File: config.mk
export PLATFORM = sky130hd
export DESIGN_NAME = seg_scan_decoder
export DESIGN_NICKNAME = d
export VERILOG_FILES = /design/src/rtl/seg_scan_decoder.sv
export SDC_FILE = /design/constraint.sdc
export NUM_CORES = 1
export LEC_CHECK = 0
export CAP_MARGIN = 10
export CORE_MARGIN = 3
export CORE_UTILIZATION = 30
export DETAILED_ROUTE_END_ITERATION = 8
export MAX_ROUTING_LAYER = met4
export PLACE_DENSITY_LB_ADDON = 0.3
export SLEW_MARGIN = 30
export SYNTH_ARGS = -nofsm -noshare
export SYNTH_HDL_FRONTEND = slang
export SYNTH_SLANG_ARGS = --single-unit
File: constraint.sdc
create_clock -name Clk -period 3.65 [get_ports Clk]
set_clock_uncertainty 0.1 [all_clocks]
set_input_delay 0.5475 -clock Clk [delete_from_list [all_inputs] [get_ports Clk]]
set_output_delay 0.5475 -clock Clk [all_outputs]
set_load 0.05 [all_outputs]
File: src/rtl/seg_scan_decoder.sv
// seg_scan_decoder: recovers magnitude, sign and dot mask from a
// multiplexed 6-digit common-anode seven-segment bus.
module seg_scan_decoder #(
   parameter int unsigned SETTLE = 16
) (
   input  logic        Clk,
   input  logic        Rst_n,
   input  logic [5:0]  dig_sel,
   input  logic [7:0]  dig_seg,
   output logic [23:0] data_out,
   output logic        sign,
   output logic [5:0]  point,
   output logic        frame_valid,
   output logic        frame_err
);
   localparam int CW = $clog2(SETTLE + 1);
   localparam logic [CW-1:0] SAT  = CW'(SETTLE);
   localparam logic [CW-1:0] LAST = CW'(SETTLE - 1);

   typedef enum logic [1:0] {COLLECT, ASSEMBLE, PUBLISH} state_t;

   // {legal, slot index}
   function automatic logic [3:0] slot_of(input logic [5:0] s);
      logic [3:0] r;
      case (s)
         6'b011111: r = 4'b1_000;
         6'b101111: r = 4'b1_001;
         6'b110111: r = 4'b1_010;
         6'b111011: r = 4'b1_011;
         6'b111101: r = 4'b1_100;
         6'b111110: r = 4'b1_101;
         default:   r = 4'b0_000;
      endcase
      return r;
   endfunction

   // {bad, bcd digit}
   function automatic logic [4:0] seg_dec(input logic [6:0] s);
      logic [4:0] r;
      case (s)
         7'b1000000: r = 5'd0;
         7'b1111001: r = 5'd1;
         7'b0100100: r = 5'd2;
         7'b0110000: r = 5'd3;
         7'b0011001: r = 5'd4;
         7'b0010010: r = 5'd5;
         7'b0000010: r = 5'd6;
         7'b1111000: r = 5'd7;
         7'b0000000: r = 5'd8;
         7'b0010000: r = 5'd9;
         default:    r = 5'b1_0000;
      endcase
      return r;
   endfunction

   function automatic logic frame_bad(input logic [5:0][6:0] s);
      logic b;
      logic [4:0] d;
      b = (s[5] != 7'b0111111) && (s[5] != 7'b1111111);
      for (int k = 0; k < 5; k++) begin
         d = seg_dec(s[k]);
         b = b | d[4];
      end
      return b;
   endfunction

   state_t          state;
   logic [CW-1:0]   cnt;
   logic [5:0]      sel_q;
   logic [5:0][6:0] seg_buf;
   logic [5:0]      dot_buf;
   logic [5:0]      mask;
   logic [5:0][6:0] shd_seg;
   logic [5:0]      shd_dot;
   logic [23:0]     acc;
   logic [2:0]      idx;

   logic [3:0] sel_now;
   logic [3:0] sel_reg;
   logic       cap;
   logic [4:0] cur;
   logic       bad;
   logic       minus;
   logic [5:0] mask_nxt;

   assign sel_now = slot_of(dig_sel);
   assign sel_reg = slot_of(sel_q);
   assign cap     = (cnt == LAST);
   assign cur     = seg_dec(shd_seg[idx]);
   assign bad     = frame_bad(shd_seg);
   assign minus   = (shd_seg[5] == 7'b0111111);

   always_comb begin
      mask_nxt = mask;
      if (state == COLLECT && (&mask))
         mask_nxt = '0;
      if (cap)
         mask_nxt[sel_reg[2:0]] = 1'b1;
   end

   always_ff @(posedge Clk or negedge Rst_n) begin
      if (!Rst_n) begin
         sel_q <= 6'h3f;
         cnt   <= '0;
      end else begin
         sel_q <= dig_sel;
         if (dig_sel != sel_q || !sel_now[3])
            cnt <= '0;
         else if (cnt != SAT)
            cnt <= cnt + 1'b1;
      end
   end

   always_ff @(posedge Clk or negedge Rst_n) begin
      if (!Rst_n) begin
         state       <= COLLECT;
         mask        <= '0;
         seg_buf     <= '1;
         dot_buf     <= '1;
         shd_seg     <= '1;
         shd_dot     <= '1;
         acc         <= '0;
         idx         <= '0;
         data_out    <= '0;
         sign        <= 1'b0;
         point       <= 6'h3f;
         frame_valid <= 1'b0;
         frame_err   <= 1'b0;
      end else begin
         frame_valid <= 1'b0;
         frame_err   <= 1'b0;
         mask        <= mask_nxt;
         if (cap) begin
            seg_buf[sel_reg[2:0]] <= dig_seg[6:0];
            dot_buf[sel_reg[2:0]] <= dig_seg[7];
         end
         unique case (state)
            COLLECT: begin
               if (&mask) begin
                  shd_seg <= seg_buf;
                  shd_dot <= dot_buf;
                  acc     <= '0;
                  idx     <= 3'd4;
                  state   <= ASSEMBLE;
               end
            end
            ASSEMBLE: begin
               acc <= acc * 24'd10 + {20'd0, cur[3:0]};
               if (idx == 3'd0)
                  state <= PUBLISH;
               else
                  idx <= idx - 3'd1;
            end
            PUBLISH: begin
               if (!bad) begin
                  data_out    <= acc;
                  sign        <= minus;
                  point       <= shd_dot;
                  frame_valid <= 1'b1;
               end else begin
                  frame_err <= 1'b1;
               end
               state <= COLLECT;
            end
            default: state <= COLLECT;
         endcase
      end
   end
endmodule

# [Word level (Yosys, flattened, before mapping)]
# Index checks and enable logic that the tools add are counted.
[classes] muxes=32 n_mul=1 n_eq_ne=77 bitwise_logic=7 add_sub_neg=3 order_cmp=3 reduce_logical=21
[op_table] cell="$pmux 5 s10" n=5
[op_table] cell="$eq 7x5->1 const B" n=18
[op_table] cell="$eq 7x7->1 const B" n=18
[op_table] cell="$eq 7x6->1 const B" n=13
[op_table] cell="$eq 6x6->1 const B" n=10
[op_table] cell="$pmux 24 s2" n=1
[op_table] cell="$bwmux 42" n=1
[op_table] cell="$eq 7x2->1 const B" n=6
[op_table] cell="$logic_not 7->1" n=6
[op_table] cell="$pmux 4 s10" n=1
[op_table] cell="$add 24x4->24" n=1
[op_table] cell="$mul 24x3->23 const B" n=1
[op_table] cell="$mux 24" n=1
[op_table] cell="$pmux 4 s6" n=1
[op_table] cell="$bmux 7 s3" n=1
[op_table] cell="$demux 7 s3" n=1
[op_table] cell="$pmux 3 s6" n=1
[op_table] cell="$mux 7" n=2
[op_table] cell="$eq 6x5->1 const B" n=2
[op_table] cell="$mux 6" n=2
[op_table] cell="$mux 5" n=2
[op_table] cell="$lt 3x4->1 const B" n=2
[op_table] cell="$ne 7x6->1 const B" n=1
[op_table] cell="$ne 7x7->1 const B" n=1
[op_table] cell="other kinds (30)" n=46
[word_totals] out_inout_bits=33 ff_bits=175 input_bits=16 wordCells=169

# [Logic depth before layout (Yosys ltp)]
[depth] word_depth=9 depth_mapped=19 ltp_nobuf=18

# [Least setup slack after synthesis]
# OpenSTA, ideal clock, no wires.
[synth_timing] path_type="reg2reg" start="register idx[0]" end="register acc[23]" setup_slack_ns=-0.408 synth_period_minus_slack_ns=4.058 path_stages_with_launch=18 setup_ns=0.069 t_required_ns=3.481 arrival_time_ns=3.889 path_buffers=2 cell_sequence="dfrtp_1 -> buf_2 -> buf_2 -> mux4_2 -> a21oi_1 -> mux2i_1 -> a22oi_1 -> nor2_1 -> ha_1 -> inv_1 -> fa_1 -> nor2b_1 -> o21ai_1 -> nor2_1 -> nor4b_4 -> nand4b_1 -> or4_1 -> nand3_1"
[synth_via] elab_chain_cells=6 word_cells_on_any_way=15 classes_between="1 x add/sub; 9 x eq/ne; 4 x mux; 1 x reduce/logical"
[synth_lines] element="start: declaration" line="76" rtl="logic [2:0] idx;"
[synth_lines] element="start signal: assignment" line="152" rtl="idx <= idx - 3'd1;"
[synth_lines] element="$bmux 7 s3 (*)" line="89" rtl="assign cur = seg_dec(shd_seg[idx]);"
[synth_lines] element="$mux 7 (implied by the code) (*)" line="89"
[synth_lines] element="$eq 7x5->1 (tied with other cells)" line="40" rtl="case (s)"
[synth_lines] element="$pmux 4 s10 (*)" line="40"
[synth_lines] element="$add 24x4->24 (*)" line="148" rtl="acc <= acc * 24'd10 + {20'd0, cur[3:0]};"
[synth_lines] element="$pmux 24 s2 (*)" line="137" rtl="unique case (state)"
[synth_lines] element="end signal: assignment" line="148"
[synth_lines] element="end: declaration" line="75" rtl="logic [23:0] acc;"
# Mark *: on every way between the ends. The rest lies on a longest branch, timed or not. The select of a mux whose other input is x is not followed.
# A chain may end at the register's enable or synchronous reset.

# [Worst setup path after layout]
# Same ends and word-level chain as after synthesis.

==> results by group <==
Outcome
  – Run status: finished with violations
  – Violated checks: setup timing

STA
  – Unrepaired setup endpoints after global routing: true
  – Final hold vios: 0
  – Fmax: between 200 and 300 MHz
  – Final setup margin: -0.183 ns
  – Max-slew headroom: 0.411
  – Final worst path period share: 1.05
  – Tmin final: between 3 and 4 ns
  – Final setup viols: 6
  – Final Max Tran Viols: 0
  – Hold Slack: around 0.1 ns
  – Least-Margin Pin Slew: between 0.8 and 0.9 ns

Synth
  – Synth area leader: dfstp_2
  – Syn_nets: 972
  – Post-synth EDFFs: 0
  – Largest family of logic cells by synthesized area: simple AND/OR/NAND/NOR gates
  – Simple-gate share of the synthesized area: 0.171
  – Synth Area in XOR/XNOR: 0.0445
  – Synth warn: 0
  – Mean Syn Cell Area: 10.4 um^2
  – Sequential fraction of the synthesis area: 0.478
  – Mux contribution to synthesized area: 0.121
  – Primary FF master, synth: dfstp_2
  – Compound-gate portion of the synthesized area: 0.0960
  – Cell variety after synth: 71
  – Mapped Cells: 907
  – Mapped cell area: around 0.0095 mm^2
  – Post-Synth Adder-Cell Area: 0.0664
  – FFs w/ async S/R, synth: 1.00
  – Post-synthesis register bit count: approximately 180
  – Area contributors post-synth: dfstp_2, dfrtp_1, mux2_2
  – Synth top area share: 0.300

Routing
  – Top layer in use: met4
  – Initial DRC count: 479
  – Vias per cell: slightly below 5
  – DRC: 0
  – Routed Antenna Nets: 0
  – Routed len/inst: between 15 and 20 um
  – Met1 WL: around 11 mm
  – Routed WL: around 23 mm
  – Via Count: roughly 7100
  – Met3 Routed Length: around 660 um
  – Met2 WL: between 10 and 15 mm
  – DR pass1 iterations: 5

GRT
  – Number of global-route vias before repair: between 7000 and 8000
  – Overall Global Routing Usage: 0.144
  – Initial antenna violation count: 0
  – First-pass GRT wire length: roughly 38 mm
  – Grt ovf: 0
  – Largest net degree at the start of global routing: 95

Cells and area
  – Most common cell after layout, fill and taps aside: nand2_1
  – Antenna diode count: 0
  – # fillers: slightly above 3000
  – Nets: 1095
  – Area Overhead vs Synth: 26.1%
  – Most frequent cells in the layout: nand2_1, dfstp_2, buf_4
  – Layout cells sized above 1: 0.363

CTS
  – Clk pin slew, worst setup/hold paths: 0.07 ns
  – CTS H-tree depth: 4
  – Clk_lat worst skew: ~0.44 ns
  – CTS Sinks: approximately 180
  – CTS tree: yes
  – CTS root buf: clkbuf_16
  – CTS Buffer Depth: 2
  – TritonCTS Buffers: 17
  – Hold_buf cts: 0

Worst hold path
  – Hold Crit Class: in2async

Floorplan
  – Core area: slightly above 0.03 mm^2
  – Row count: between 60 and 70
  – Die width: around 180 um
  – Io pins: between 40 and 50
  – Starting Density: 0.307
  – Die Ht: approximately 180 um
  – Die Footprint: ~0.034 mm^2

Critical path
  – Worst R2R End: acc[23]$_DFFE_PN0P_
  – CP max-delay cell: mux4_2
  – Critical path capture point type: flop
  – CP peak stage delay: ~0.54 ns
  – R2R depth: 16
  – Most frequent CP cell: nor2_1
  – Reg2Reg Setup Slack: -0.18 ns
  – Top delay family on crit path: simple AND/OR/NAND/NOR gates
  – CP Data Arrival Time: a little over 4 ns
  – Worst-path maximum fanout: 4
  – Crit path buf inv count: 1
  – CP required: between 3 and 4 ns
  – Type of origin of the critical path: flop
  – Crit path cell chain: mux4_2 > a21o_1 > or3_1 > mux2i_1 > a22oi_1 > nor2_1 > ha_2 > inv_2 > fa_2 > nor2b_2 > o21ai_2 > nor2_1 > nor4b_4 > nand4b_1 > or4_1 > nand3_1
  – CP Class: reg2reg
  – Worst R2R Start: idx[0]$_DFFE_PN0P_

Place
  – Place WS: -0.298 ns
  – Port buffer count: 48
  – Final GP Congestion: ~0.89
  – DP HPWL: between 15 and 20 mm

Pwr
  – Static leakage: 5.25 nW
  – Maximum vdd ir drop: around 250 uV
  – Cell Pwr Density: about 340 mW/mm^2

Job
  – Max-Cap Viols: 0
-- worst reg2reg max path, delay by kind of cell (launching register included) --
kind                       cells  cell delay [ns]
and+or+nand+nor                8             1.59
adders and majority gates      2             0.53
buffers and inverters          1             0.04
DFF                            1             0.43
muxes                          2             0.72
AOI/OAI and AO/OA              3             0.36
-- flip-flops by register name, summed over array words and instances (netlist names) --
| signal | cells |
|---|---|
| dot_buf | 6 |
| shd_dot | 6 |
| idx | 3 |
| frame_err | 1 |
| sel_q | 6 |
| point | 6 |
| sign | 1 |
| shd_seg | 42 |
| state | 2 |
| seg_buf | 42 |
| mask | 6 |
| acc | 24 |
| cnt | 5 |
| data_out | 24 |
| frame_valid | 1 |
-- what timing repair did --
| item | in CTS | in global routing |
|---|---|---|
| hold endpoints to repair | 0 | 0 |
| gates resized for setup | 32 | 36 |
| pin swaps | 18 | 27 |
| setup endpoints to repair | 13 | 16 |
| buffers inserted | 9 | 5 |
-- kinds of logic (layout without fill, tap and decap cells) --
logic type | count (synthesis) | count (layout)
DFF | 175 | 175
xor gates and xnor gates | 48 | 48
adders and majority gates | 49 | 49
muxes | 96 | 96
and+or+nand+nor | 342 | 342
buffers and inverters | 55 | 191
AOI/OAI and AO/OA | 142 | 142
-- area by class of cell --
type / count / area [um^2] / share of cell area
multi-input combinational: 677 / 5010 / 0.421
sequential: 175 / 4520 / 0.379
timing repair buffer: 137 / 1180 / 0.0994
tap: 396 / 495 / 0.0416
clock buffer: 20 / 468 / 0.0392
clock inverter: 12 / 161 / 0.0135
inverter: 22 / 82.6 / 0.00693
-- cells in the mapped netlist, types with 9 or more instances --
| cell type | n |
|---|---|
| a21o_1 | 14 |
| a21oi_1 | 34 |
| clkbuf_1 | 29 |
| dfrtp_1 | 67 |
| dfstp_2 | 108 |
| ha_1 | 47 |
| inv_1 | 21 |
| mux2_2 | 79 |
| mux2i_1 | 10 |
| nand2_1 | 174 |
| nand2b_1 | 9 |
| nand3_1 | 44 |
| nor2_1 | 35 |
| nor2b_1 | 9 |
| nor3_1 | 24 |
| o21ai_0 | 53 |
| xnor2_1 | 29 |
| xor2_1 | 19 |
-- worst max path at each step --
stage,to,cells past startpoint,start,slack (ns)
2_1_floorplan,acc[23]$_DFFE_PN0P_,17,idx[0]$_DFFE_PN0P_,-0.08
3_3_place_gp,acc[23]$_DFFE_PN0P_,19,idx[0]$_DFFE_PN0P_,-0.19
3_5_place_dp,acc[23]$_DFFE_PN0P_,19,idx[0]$_DFFE_PN0P_,-0.30
4_1_cts,acc[23]$_DFFE_PN0P_,16,idx[0]$_DFFE_PN0P_,-0.15
5_1_grt,acc[23]$_DFFE_PN0P_,16,idx[0]$_DFFE_PN0P_,-0.42
6_report,acc[23]$_DFFE_PN0P_,16,idx[0]$_DFFE_PN0P_,-0.18
-- per-stage QoR --
stage	area (um^2)	setup TNS, ns	util	power [mW]	cells
2_1_floorplan	9490	-0.0835	-	2.03	907
5_1_grt	11900	-2.09	0.387	4.18	1439
4_1_cts	11700	-0.310	0.380	4.08	1435
3_3_place_gp	10900	-0.833	0.355	2.10	1394
3_5_place_dp	10900	-1.58	0.355	2.11	1394
6_report	11900	-0.505	0.387	4.03	1439
-- power breakdown --
part | internal (mW) | switching, mW
sequential | 1.97 | 0.00990
clock | 1.10 | 0.857
combinational | 0.0330 | 0.0600
-- routing by layer --
metal	GRT usage	vias to the layer above
met4	0.0417	0
met2	0.230	111
li1	-	3441
met1	0.188	3493
met5	-	-
met3	0.0263	29
Note: power is estimated with default switching activity, not from simulation.
